$ cat config.mk
export PLATFORM = sky130hd
export DESIGN_NAME = mips_muldiv_unit_flat
export DESIGN_NICKNAME = d
export VERILOG_FILES = /design/src/rtl/mips_muldiv_pkg.sv /design/src/rtl/mips_muldiv_if.sv /design/src/rtl/mips_muldiv_step.sv /design/src/rtl/mips_muldiv_unit.sv /design/src/flat_wrapper.sv
export SDC_FILE = /design/constraint.sdc
export NUM_CORES = 1
export LEC_CHECK = 0
export CAP_MARGIN = 5
export CORE_MARGIN = 2
export CORE_UTILIZATION = 55
export DETAILED_ROUTE_END_ITERATION = 8
export GPL_ROUTABILITY_DRIVEN = 0
export PLACE_DENSITY = 0.78
export SYNTH_ARGS = -nofsm -noshare
export SYNTH_HDL_FRONTEND = slang
export SYNTH_HIERARCHICAL = 1
export SYNTH_SLANG_ARGS = --single-unit
$ cat constraint.sdc
create_clock -name CLK -period 4.8 [get_ports CLK]
set_input_delay 0.72 -clock CLK [delete_from_list [all_inputs] [get_ports CLK]]
set_output_delay 0.72 -clock CLK [all_outputs]
set_load 0.01 [all_outputs]
$ cat src/rtl/mips_muldiv_pkg.sv
// Shared types for the MIPS iterative multiply/divide unit.
// Op encodings, FSM states and the default datapath width.
package mips_muldiv_pkg;

  localparam int DEF_WIDTH = 32;

  typedef enum logic [1:0] {
    OP_MULT  = 2'd0,
    OP_MULTU = 2'd1,
    OP_DIV   = 2'd2,
    OP_DIVU  = 2'd3
  } op_e;

  typedef enum logic [1:0] {
    IDLE = 2'd0,
    CALC = 2'd1,
    FIX  = 2'd2,
    DONE = 2'd3
  } state_e;

endpackage

$ cat src/rtl/mips_muldiv_if.sv
// Request/result bundle between execute stage and muldiv unit.
// master drives operands and MTHI/MTLO; slave returns HI/LO.
interface mips_muldiv_if #(
  parameter int WIDTH = 32
) ();

  logic             start;
  logic [1:0]       op;
  logic [WIDTH-1:0] A;
  logic [WIDTH-1:0] B;
  logic             hi_we;
  logic             lo_we;
  logic [WIDTH-1:0] wr_data;
  logic             busy;
  logic             done;
  logic             div_by_zero;
  logic [WIDTH-1:0] HI;
  logic [WIDTH-1:0] LO;

  modport master (
    output start, op, A, B,
    output hi_we, lo_we, wr_data,
    input  busy, done, div_by_zero,
    input  HI, LO
  );

  modport slave (
    input  start, op, A, B,
    input  hi_we, lo_we, wr_data,
    output busy, done, div_by_zero,
    output HI, LO
  );

endinterface

$ cat src/rtl/mips_muldiv_step.sv
// One iteration of the muldiv datapath.
// mode=0: shift-add multiply, mode=1: restoring divide.
module mips_muldiv_step #(
  parameter int WIDTH = 32
) (
  input  logic               mode,
  input  logic [2*WIDTH-1:0] acc_i,
  input  logic [WIDTH-1:0]   opnd,
  output logic [2*WIDTH-1:0] acc_o
);

  logic [WIDTH:0]   sum;
  logic [WIDTH:0]   rem_sh;
  logic [WIDTH-1:0] trial;
  logic             ge;

  // Multiply: add multiplicand on LSB, shift right with carry.
  // Divide: shift in next dividend bit, subtract if it fits.
  always_comb begin
    sum    = {1'b0, acc_i[2*WIDTH-1:WIDTH]};
    if (acc_i[0])
      sum = sum + {1'b0, opnd};
    rem_sh = acc_i[2*WIDTH-1:WIDTH-1];
    ge     = (rem_sh >= {1'b0, opnd});
    trial  = rem_sh[WIDTH-1:0] - opnd;
    if (mode)
      acc_o = {ge ? trial : rem_sh[WIDTH-1:0],
               acc_i[WIDTH-2:0], ge};
    else
      acc_o = {sum, acc_i[WIDTH-1:1]};
  end

endmodule

$ cat src/rtl/mips_muldiv_unit.sv
// Iterative MULT/MULTU/DIV/DIVU unit owning HI/LO.
// One bit per cycle, sign fix-up in a final cycle.
module mips_muldiv_unit
  import mips_muldiv_pkg::*;
#(
  parameter int WIDTH = DEF_WIDTH,
  parameter int CNT_W = $clog2(WIDTH + 1)
) (
  input logic       CLK,
  input logic       RESET,
  mips_muldiv_if.slave bus
);

  state_e             state, state_n;
  logic [CNT_W-1:0]   cnt;
  logic [2*WIDTH-1:0] acc, acc_n, prod_n;
  logic [WIDTH-1:0]   opnd, hi_q, lo_q;
  logic [WIDTH-1:0]   fix_hi, fix_lo;
  logic [WIDTH-1:0]   a_mag, b_mag;
  logic               is_div, neg_p, neg_r, dbz;
  logic               a_sgn, b_sgn;
  logic               op_div, op_sig, b_zero;
  logic               busy_c, done_c;
  op_e                op_in;

  mips_muldiv_step #(.WIDTH(WIDTH)) u_step (
    .mode  (is_div),
    .acc_i (acc),
    .opnd  (opnd),
    .acc_o (acc_n)
  );

  // Decode the incoming op and form operand magnitudes.
  always_comb begin
    op_in  = op_e'(bus.op);
    op_div = (op_in == OP_DIV) || (op_in == OP_DIVU);
    op_sig = (op_in == OP_MULT) || (op_in == OP_DIV);
    a_sgn  = op_sig & bus.A[WIDTH-1];
    b_sgn  = op_sig & bus.B[WIDTH-1];
    a_mag  = a_sgn ? -bus.A : bus.A;
    b_mag  = b_sgn ? -bus.B : bus.B;
    b_zero = (bus.B == '0);
  end

  // Sign fix-up of the raw magnitude result.
  always_comb begin
    prod_n = -acc;
    fix_hi = acc[2*WIDTH-1:WIDTH];
    fix_lo = acc[WIDTH-1:0];
    if (is_div) begin
      if (neg_p) fix_lo = -acc[WIDTH-1:0];
      if (neg_r) fix_hi = -acc[2*WIDTH-1:WIDTH];
    end else if (neg_p) begin
      {fix_hi, fix_lo} = prod_n;
    end
  end

  // FSM state register.
  always_ff @(posedge CLK) begin
    if (!RESET) state <= IDLE;
    else        state <= state_n;
  end

  // FSM next state and handshake outputs.
  always_comb begin
    state_n = state;
    busy_c  = 1'b0;
    done_c  = 1'b0;
    unique case (state)
      IDLE: begin
        if (bus.start)
          state_n = (op_div && b_zero) ? DONE : CALC;
      end
      CALC: begin
        busy_c = 1'b1;
        if (cnt == CNT_W'(WIDTH - 1))
          state_n = FIX;
      end
      FIX: begin
        busy_c  = 1'b1;
        state_n = DONE;
      end
      DONE: begin
        done_c  = 1'b1;
        state_n = IDLE;
      end
      default: state_n = IDLE;
    endcase
  end

  // Datapath, counter, HI/LO and sticky flag.
  always_ff @(posedge CLK) begin
    if (!RESET) begin
      cnt    <= '0;
      acc    <= '0;
      opnd   <= '0;
      hi_q   <= '0;
      lo_q   <= '0;
      is_div <= 1'b0;
      neg_p  <= 1'b0;
      neg_r  <= 1'b0;
      dbz    <= 1'b0;
    end else begin
      unique case (state)
        IDLE: begin
          if (bus.start) begin
            cnt    <= '0;
            is_div <= op_div;
            neg_p  <= a_sgn ^ b_sgn;
            neg_r  <= a_sgn;
            dbz    <= op_div && b_zero;
            if (op_div) begin
              acc  <= {{WIDTH{1'b0}}, a_mag};
              opnd <= b_mag;
              if (b_zero) begin
                hi_q <= bus.A;
                lo_q <= '1;
              end
            end else begin
              acc  <= {{WIDTH{1'b0}}, b_mag};
              opnd <= a_mag;
            end
          end else begin
            if (bus.hi_we) hi_q <= bus.wr_data;
            if (bus.lo_we) lo_q <= bus.wr_data;
          end
        end
        CALC: begin
          acc <= acc_n;
          cnt <= cnt + CNT_W'(1);
        end
        FIX: begin
          hi_q <= fix_hi;
          lo_q <= fix_lo;
        end
        default: ;
      endcase
    end
  end

  assign bus.busy        = busy_c;
  assign bus.done        = done_c;
  assign bus.div_by_zero = dbz;
  assign bus.HI          = hi_q;
  assign bus.LO          = lo_q;

endmodule

$ cat src/flat_wrapper.sv
// flat-port wrapper written by rule: the top's interface ports become plain ports
module mips_muldiv_unit_flat import mips_muldiv_pkg::*;
#(
  parameter int WIDTH = DEF_WIDTH,
  parameter int CNT_W = $clog2(WIDTH + 1)
)
  (CLK, RESET, bus_start, bus_op, bus_A, bus_B, bus_hi_we, bus_lo_we, bus_wr_data, bus_busy, bus_done, bus_div_by_zero, bus_HI, bus_LO);
  mips_muldiv_if #(.WIDTH(WIDTH)) bus_i ();
  input logic CLK;
  input logic RESET;
  input wire logic [$bits(bus_i.start)-1:0] bus_start;
  input wire logic [$bits(bus_i.op)-1:0] bus_op;
  input wire logic [$bits(bus_i.A)-1:0] bus_A;
  input wire logic [$bits(bus_i.B)-1:0] bus_B;
  input wire logic [$bits(bus_i.hi_we)-1:0] bus_hi_we;
  input wire logic [$bits(bus_i.lo_we)-1:0] bus_lo_we;
  input wire logic [$bits(bus_i.wr_data)-1:0] bus_wr_data;
  output wire logic [$bits(bus_i.busy)-1:0] bus_busy;
  output wire logic [$bits(bus_i.done)-1:0] bus_done;
  output wire logic [$bits(bus_i.div_by_zero)-1:0] bus_div_by_zero;
  output wire logic [$bits(bus_i.HI)-1:0] bus_HI;
  output wire logic [$bits(bus_i.LO)-1:0] bus_LO;
  assign bus_i.start = bus_start;
  assign bus_i.op = bus_op;
  assign bus_i.A = bus_A;
  assign bus_i.B = bus_B;
  assign bus_i.hi_we = bus_hi_we;
  assign bus_i.lo_we = bus_lo_we;
  assign bus_i.wr_data = bus_wr_data;
  assign bus_busy = bus_i.busy;
  assign bus_done = bus_i.done;
  assign bus_div_by_zero = bus_i.div_by_zero;
  assign bus_HI = bus_i.HI;
  assign bus_LO = bus_i.LO;
  mips_muldiv_unit #(.WIDTH(WIDTH), .CNT_W(CNT_W)) u_core (.CLK(CLK), .RESET(RESET), .bus(bus_i));
endmodule
### After elaboration in Yosys (flattened, before gate mapping)

Cells that the tools add are included.

* register bits: 172
* bits in latches: 0
* memory bits (writable): 0
* bits in read-only memories: 0
* input bits: 103
* output and inout port bits: 67
* word-level logic and storage cells: 81
* memories: 0

* add/subtract/negate cells: 8
* multiply operators: 0
* divide/modulo/power cells: 0
* order comparisons: 1
* equal/unequal tests: 12
* shifts and indexed selects: 0
* muxes and demuxes: 33
* bitwise logic cells: 3
* reductions and logical operators: 14

Operator list (count)
* 32-bit two-way mux: 19
* 64-bit two-way mux: 2
* 32-bit negator: 4
* 32-bit case mux with 2 select lines: 2
* 64-bit case mux with 2 select lines: 1
* 64-bit negator: 1
* 32-bit by 32-bit adder with 33-bit output: 1
* 33-bit by 32-bit greater-or-equal comparator with 1-bit output: 1
* 33-bit two-way mux: 1
* 32-bit zero test: 1
* 32-bit subtractor: 1
* 6-bit case mux with 2 select lines: 1
* 2-bit == test (second input constant): 4
* 2-bit case mux with 4 select lines: 1
* 4-bit AND reduction: 2
* 6-bit by 1-bit adder with 6-bit output (second input constant): 1
* 6-bit by 5-bit == test with 1-bit output (second input constant): 1
* 2-bit two-way mux: 3
* 6-bit two-way mux: 1
* 3-bit by 2-bit inequality test with 1-bit output (second input constant): 2
* 3-bit inequality test (second input constant): 2
* 2-bit AND reduction: 3
* 2-bit zero test: 2
* 2-bit nonzero test: 2
* 9 further kinds: 12

### Depth between registers and ports, before layout

Gate-level depths: netlist (run 1).

* depth in word-level cells: 7
* mapped depth: 15
* gate-level depth less buffers: 15

### By module

The synthesis (run 1) kept the hierarchy.

Modules (own cells, without submodules)
* mips_muldiv_unit: times used 1, cells each 1395, area an instance 10686.5 um2, seq. area each 3443.3 um2
* mips_muldiv_step: times used 1, cells each 731, area an instance 4913.5 um2, seq. area each 0.0 um2

### Least setup slack after synthesis (run 1)

No wires, ideal clock.

* kind: register to register
* from: register u_core.acc[32]
* to: register u_core.acc[53]
* library setup time: 128 ps
* data arrival time: 3071 ps
* slack: 1602 ps
* cell stages (with the launch flop): 14
* period minus slack after synthesis: 3198 ps
* cells stage by stage: dfxtp_1 ha_1 fa_1 a211oi_2 o31ai_1 and2_1 o31a_1 o211a_1 o211a_1 or3_1 a311oi_1 a21oi_1 a22oi_1 nor2_1

* cells in the longest elaborated chain, start to end: 4
* elaborated cells on any way between the ends: 7

Ends and longest elaborated chain
* start: declaration: RTL line mips_muldiv_unit.sv:16 `logic [2*WIDTH-1:0] acc, acc_n, prod_n;`
* start signal: assignment: RTL line mips_muldiv_unit.sv:113 `acc <= {{WIDTH{1'b0}}, a_mag};`
* start signal: assignment: RTL line mips_muldiv_unit.sv:120 `acc <= {{WIDTH{1'b0}}, b_mag};`
* start signal: assignment: RTL line mips_muldiv_unit.sv:129 `acc <= acc_n;`
* 32-bit by 32-bit adder with 33-bit output (tied with other cells): RTL line mips_muldiv_step.sv:22 `sum = sum + {1'b0, opnd};`
* 33-bit two-way mux or 32-bit two-way mux (tied branches): RTL line mips_muldiv_step.sv:21, mips_muldiv_step.sv:27
* 64-bit two-way mux *: RTL line mips_muldiv_step.sv:26 `if (mode)`
* net u_core.acc_n[53]: RTL line mips_muldiv_unit.sv:16
* 64-bit case mux with 2 select lines *: RTL line mips_muldiv_unit.sv:104 `unique case (state)`

Mark *: on every way through the listed nets, which the timed path passes. The rest lies on a longest branch.
A chain may end at the register's enable or synchronous reset.

### Final worst setup path (run 1)

* from: register u_core.opnd[1]
* to: register u_core.acc[63]

* cells in the longest elaborated chain, start to end: 4
* elaborated cells on any way between the ends: 7

Ends and longest elaborated chain
* start: declaration: RTL line mips_muldiv_unit.sv:17 `logic [WIDTH-1:0] opnd, hi_q, lo_q;`
* start signal: assignment: RTL line mips_muldiv_unit.sv:114 `opnd <= b_mag;`
* start signal: assignment: RTL line mips_muldiv_unit.sv:121 `opnd <= a_mag;`
* 32-bit by 32-bit adder with 33-bit output (tied with other cells): RTL line mips_muldiv_step.sv:22
* 33-bit two-way mux or 32-bit two-way mux (tied branches): RTL line mips_muldiv_step.sv:21, mips_muldiv_step.sv:27
* 64-bit two-way mux *: RTL line mips_muldiv_step.sv:26
* net u_core.acc_n[63]: RTL line mips_muldiv_unit.sv:16
* 64-bit case mux with 2 select lines *: RTL line mips_muldiv_unit.sv:104

Marks and branches as above.

==> results of run 1 <==
[per-layer routing]
metal	vias up	part of all wire, %	global-route usage (%)	wire, um
met2	1340	43	62.9	26600
met4	0	8.2	28.7	5040
met3	303	12	8.54	7210
li1	8083	-	-	-
met1	8381	37	50.6	22700
met5	-	0	0	0
[power by group]
part           internal [mW]  switching [mW]
sequential              1.79           0.510
combinational           1.98            3.32
clock                  0.759           0.707
total                   4.53            4.53
[cell type report]
class / count / area (um^2) / area share [%]
multi-input combinational: 1752 / 11400 / 62.5
sequential: 172 / 3450 / 18.9
timing repair buffer: 218 / 2040 / 11.2
tap: 378 / 473 / 2.60
clock buffer: 18 / 439 / 2.41
inverter: 68 / 255 / 1.40
clock inverter: 14 / 165 / 0.907
[worst paths after layout]
path	start	endpoint	slack, ns
setup / recovery	u_core/opnd[1]	u_core/acc[63]	0.75
hold / removal	u_core/bus.LO[3]	u_core/bus.LO[3]	0.45
setup reg to reg	u_core/opnd[1]	u_core/acc[63]	0.75
hold reg to reg	u_core/bus.LO[3]	u_core/bus.LO[3]	0.45
[registers in the layout, summed over array words and instances (netlist names)]
name,flops
u_core/bus.HI,32
u_core/opnd,32
u_core/is_div,1
u_core/neg_r,1
u_core/neg_p,1
u_core/cnt,6
u_core/bus.LO,32
u_core/acc,64
u_core/state,2
u_core/bus.div_by_zero,1
[synthesized netlist by cell type (14+ instances only)]
master / count / area [um^2]
a211oi_1: 55 / 413
nand2_1: 196 / 736
nand4_1: 15 / 93.8
a21oi_1: 192 / 961
nor2_1: 211 / 792
and3_1: 17 / 106
xor2_1: 83 / 727
inv_1: 64 / 240
or3_1: 37 / 231
nor4_1: 17 / 106
mux2i_1: 53 / 531
nand3_1: 59 / 295
o211ai_1: 24 / 180
clkbuf_1: 113 / 424
a22oi_1: 40 / 300
nor3_1: 56 / 280
xnor2_1: 71 / 622
a21o_1: 42 / 315
ha_1: 73 / 913
and2_1: 14 / 87.6
nor2b_1: 24 / 150
mux2_2: 36 / 405
o21ai_0: 129 / 646
o31ai_1: 30 / 225
dfxtp_1: 172 / 3440
o41ai_1: 17 / 149
or4_1: 18 / 135
a31oi_1: 51 / 319
[critical path, cell delays in order, from the launching register on]
cell and delay, ns:
dfxtp_1 0.43, inv_1 0.11, ha_1 0.35, nor2b_1 0.17, o31a_1 0.27, o31ai_1 0.45
a21oi_1 0.23, o2111ai_2 0.39, and3_1 0.41, nor2_4 0.23, o2111ai_1 0.14, nand3_1 0.37
a22oi_1 0.30, nor2_1 0.06
[logic make-up after synthesis]
group           Yosys count  share of synthesized area [%]
mux                      89                           6.00
flops                   172                           22.1
xor+xnor                154                           8.65
fa+ha+maj                75                           6.11
buf+inv                 202                           5.05
simple gates            712                           21.7
compound gates          722                           30.4
==> flow_summary_export.csv, run 1 <==
group,metric,value,unit
grt,grt_pass1_vias,16471,
cells_and_area,fill_cells,2468,
cts,postCtsSetupRepairBufs,0,
cts,clock_latency,0.45,ns
floorplan,num_rows,61,
synthesis,ys_seq_area_share,22.1,%
cells_and_area,n_antenna_cell,0,
sta,setup_viol,0,
worst_setup_path,crit_type,"flop to flop",
floorplan,io_pins,170,
min_path,hp-class,"flop to flop",
grt,grt_pass1_wl,92700,um
routing,ant_nets,0,
cells_and_area,instances_no_fill,2620,
worst_setup_path,crit_arrival,4.36,ns
cells_and_area,drive_gt1_share,7.09,%
sta,fmaxAchievable,247,MHz
cts,cts-resized-gates,0,
synthesis,synthDistinctLibCells,88,
synthesis,syn_inst,2126,
sta,max_slew_margin,17.6,%
placement,hpwl,45100,um
cells_and_area,post-route-util,65.3,%
sta,hold_ws,0.452,ns
sta,period_needed,4.05,ns
sta,grt_setup_unrepaired,"no",
floorplan,coreArea,27900,um^2
sta,slew_viol_final,0,
grt,gr-total-overflow,0,
sta,hold_viol_final,0,
grt,antenna_found_initial,1,
cts,cts_tree,"done",
worst_setup_path,critPathCaptureType,"flop",
cells_and_area,layout_commonest_cell,"nor2_1",
worst_setup_path,reg2regPathDepth,13,
cts,cts_num_sinks,172,
outcome,status,"finished clean",
routing,routed_wl,61600,um
flow_run,drv_cap,0,
placement,dp_slack,0.867,ns
pwr,powerDensity,498,nW/um^2
placement,post-place-cells,2588,
floorplan,die_area,29700,um^2
grt,grt_usage,40.7,%
synthesis,synth-seq-cells,172,
floorplan,die_h,172,um
pwr,ir_worst_vdd,0.573,mV
cells_and_area,synthToLayoutAreaGrowth,16.7,%
cells_and_area,stdcell_area,18200,um^2
synthesis,synth_ff_type,"dfxtp_1",
routing,first_pass_iters,9,
cells_and_area,fin_nets,2407,
synthesis,synth_edf_count,0,
routing,drt_iter0_drc,2713,
placement,port_buffers,169,
floorplan,fp.dieW,172,um
placement,placed_area,17600,um^2
routing,vias,18107,
synthesis,syn-cell-area,15600,um^2
pwr,p_total,9.07,mW
grt,grt_max_degree,71,
routing,wire_per_inst,23.5,um
synthesis,yosysWarnings,6,
sta,final.period_utilization,84.4,%
synthesis,async_flop_share,0,%
cts,cts_hold_buf,0,
worst_setup_path,cp-start-kind,"flop",
cts,cts.clk_slew.worst_paths,0.08,ns
cts,clockBufferDepth,2,
sta,setup_ws,0.751,ns
sta,tns,0,ns
sta,max_slew.worst_pin.slew,1.23,ns
sta,finalClockSkew,0.0116,ns
synthesis,syn_area_per_cell,7.34,um^2
routing,drc,0,
pwr,p_leak,7.32,nW
routing,via_per_inst,6.91,
min_path,min_path_cells,2,
worst_setup_path,crit_path_max_fanout,28,
cts,cts_made_buffers,17,
floorplan,start_util,56.0,%
cts,cts_root_buffer,"clkbuf_16",
cts,cts_max_level,4,
worst_setup_path,crit_required,5.11,ns
synthesis,syn_nets,2304,
cells_and_area,final_cell_mix,"nor2_1, nand2_1, a21oi_1",
Note: power is estimated with default switching activity, not from simulation.
==> run 2, diff against run 1 <==
CORE_UTILIZATION = 53   (was 55)
PLACE_DENSITY = 0.79   (was 0.78)
clock period = 3.6 ns   (was 4.8 ns; I/O delays follow)
==> run 2 against run 1 <==
  * Utilization shrank 0.22 points
  * Setup slack lost 0.63 ns
  * Register-to-register slack lost 0.63 ns
  * Non-clock buffer count grew 72
  * Die area grew 3.7%
  * Design area grew 3.2%
  * Largest cell class unchanged
  * Largest power group unchanged
==> flow_summary_export.csv, run 2 (synthesis gave the netlist of run 1 again) <==
group,metric,value,unit
outcome,status,"finished clean",
worst_setup_path,cp-start-kind,"flop",
routing,vias,18711,
routing,routed_wl,64300,um
grt,grt_usage,40.0,%
cells_and_area,largest_register_ffs,64,
cells_and_area,regMostFlops,"u_core/acc",
placement,port_buffers,169,
min_path,hp-class,"flop to flop",
routing,drt_iter0_drc,3391,
cells_and_area,layout_commonest_cell,"nor2_1",
pwr,p_total,12.5,mW
routing,drc,0,
grt,gr-total-overflow,0,
routing,first_pass_iters,7,
placement,hpwl,47500,um
cts,clockBufferDepth,2,
sta,fmaxAchievable,288,MHz
pwr,p_clk_share,14.9,%
floorplan,die_area,30800,um^2
sta,max_slew_margin,39.8,%
pwr,powerDensity,668,nW/um^2
pwr,internal_power,6.28,mW
sta,finalClockSkew,0.0111,ns
routing,wire_per_inst,23.8,um
placement,post-place-cells,2664,
floorplan,die_h,176,um
sta,max_slew.worst_pin.slew,0.901,ns
pwr,p_leak,7.69,nW
pwr,pwr-share-seq,23.4,%
cells_and_area,post-route-util,65.1,%
pwr,p_sw,6.26,mW
cells_and_area,final_cell_mix,"nor2_1, nand2_1, a21oi_1",
cts,cts_made_buffers,17,
pwr,ir_worst_vdd,0.855,mV
worst_setup_path,crit_type,"flop to flop",
cells_and_area,fin_nets,2480,
sta,setup_viol,0,
pwr,swShare,49.9,%
floorplan,coreArea,28900,um^2
sta,period_needed,3.48,ns
floorplan,io_pins,170,
sta,final.period_utilization,96.6,%
worst_setup_path,crit_required,3.93,ns
cells_and_area,n_antenna_cell,0,
routing,via_per_inst,6.93,
cells_and_area,synthToLayoutAreaGrowth,20.5,%
floorplan,num_rows,62,
routing,ant_nets,0,
cts,cts_max_level,4,
cts,cts_hold_buf,0,
flow_run,drv_cap,0,
worst_setup_path,crit_path_max_fanout,4,
cts,cts_tree,"done",
sta,hold_ws,0.455,ns
grt,antenna_found_initial,2,
pwr,combinationalPowerShare,61.7,%
floorplan,fp.dieW,176,um
worst_setup_path,crit_arrival,3.81,ns
worst_setup_path,critPathCaptureType,"flop",
cells_and_area,drive_gt1_share,10.4,%
cts,cts_root_buffer,"clkbuf_16",
grt,grt_pass1_vias,17177,
cts,cts_num_sinks,172,
cts,clock_latency,0.45,ns
grt,grt_max_degree,71,
cells_and_area,instances_no_fill,2699,
sta,slew_viol_final,0,
grt,grt_pass1_wl,96500,um
cts,cts.clk_slew.worst_paths,0.08,ns
sta,hold_viol_final,0,
floorplan,start_util,54.1,%
run 2: what timing repair did:
action                                 4_1_cts  5_1_grt
buffers inserted                             0        2
setup endpoints to repair                    0       27
endpoints found under the hold margin        0        0
gates resized for setup                      0        8
run 2: path summary, 6_finish.rpt:
| kind | startpoint | endpoint | slack, ns | depth (start not counted) |
|---|---|---|---|---|
| setup / recovery | u_core/opnd[0] | u_core/acc[59] | 0.12 | 13 |
| hold / removal | u_core/bus.LO[21] | u_core/bus.LO[21] | 0.45 | 2 |
| setup reg to reg | u_core/opnd[0] | u_core/acc[59] | 0.12 | 13 |
| hold reg to reg | u_core/bus.LO[21] | u_core/bus.LO[21] | 0.45 | 2 |
run 2: per-layer routing:
metal  share of wire (%)  up-vias  GRT usage, %  wire, um
li1                    -     8238             -         -
met1                  37     8632          50.3     23600
met2                  43     1528          61.2     27400
met3                  14      311          11.8      9010
met4                 6.7        2          22.5      4300
met5               0.020        -             0        13
run 2: metrics by stage:
step / worst slack (ns) / area [um^2] / TNS (ns)
5_1_grt: -0.0202 / 18800 / -0.0202
6_report: 0.122 / 18800 / 0
2_1_floorplan: 0.402 / 15600 / 0
4_1_cts: 0.0834 / 18700 / 0
3_5_place_dp: 0.0967 / 18200 / 0
3_3_place_gp: 0.147 / 18200 / 0
run 2: critical path, stage by stage (launching register included):
cell and delay (ns):
dfxtp_1 0.34, ha_1 0.25, fa_2 0.39, a211oi_2 0.25
o31ai_2 0.13, and2_1 0.19, o31a_1 0.34, o21ai_2 0.26
a21oi_1 0.14, or3_1 0.37, a311oi_2 0.36, nor3_1 0.10
a22oi_1 0.17, nor2_1 0.05
run 2: power groups by stage:
stage / combinational (mW) / clock (mW) / sequential (mW)
2_1_floorplan: 4.54 / 0 / 2.92
3_3_place_gp: 7.08 / 0 / 2.92
3_5_place_dp: 7.21 / 0 / 2.93
4_1_cts: 7.29 / 1.87 / 2.89
5_1_grt: 8.18 / 1.95 / 2.97
6_report: 7.74 / 1.87 / 2.94
run 2: layout make-up:
| cell class | count | area, um^2 |
|---|---|---|
| Timing Repair Buffer | 290 | 2620 |
| Tap cell | 384 | 480 |
| Fill cell | 2541 | 10100 |
| Clock inverter | 15 | 144 |
| Multi-Input combinational cell | 1753 | 11400 |
| Clock buffer | 17 | 425 |
| Inverter | 68 | 255 |
| Sequential cell | 172 | 3450 |
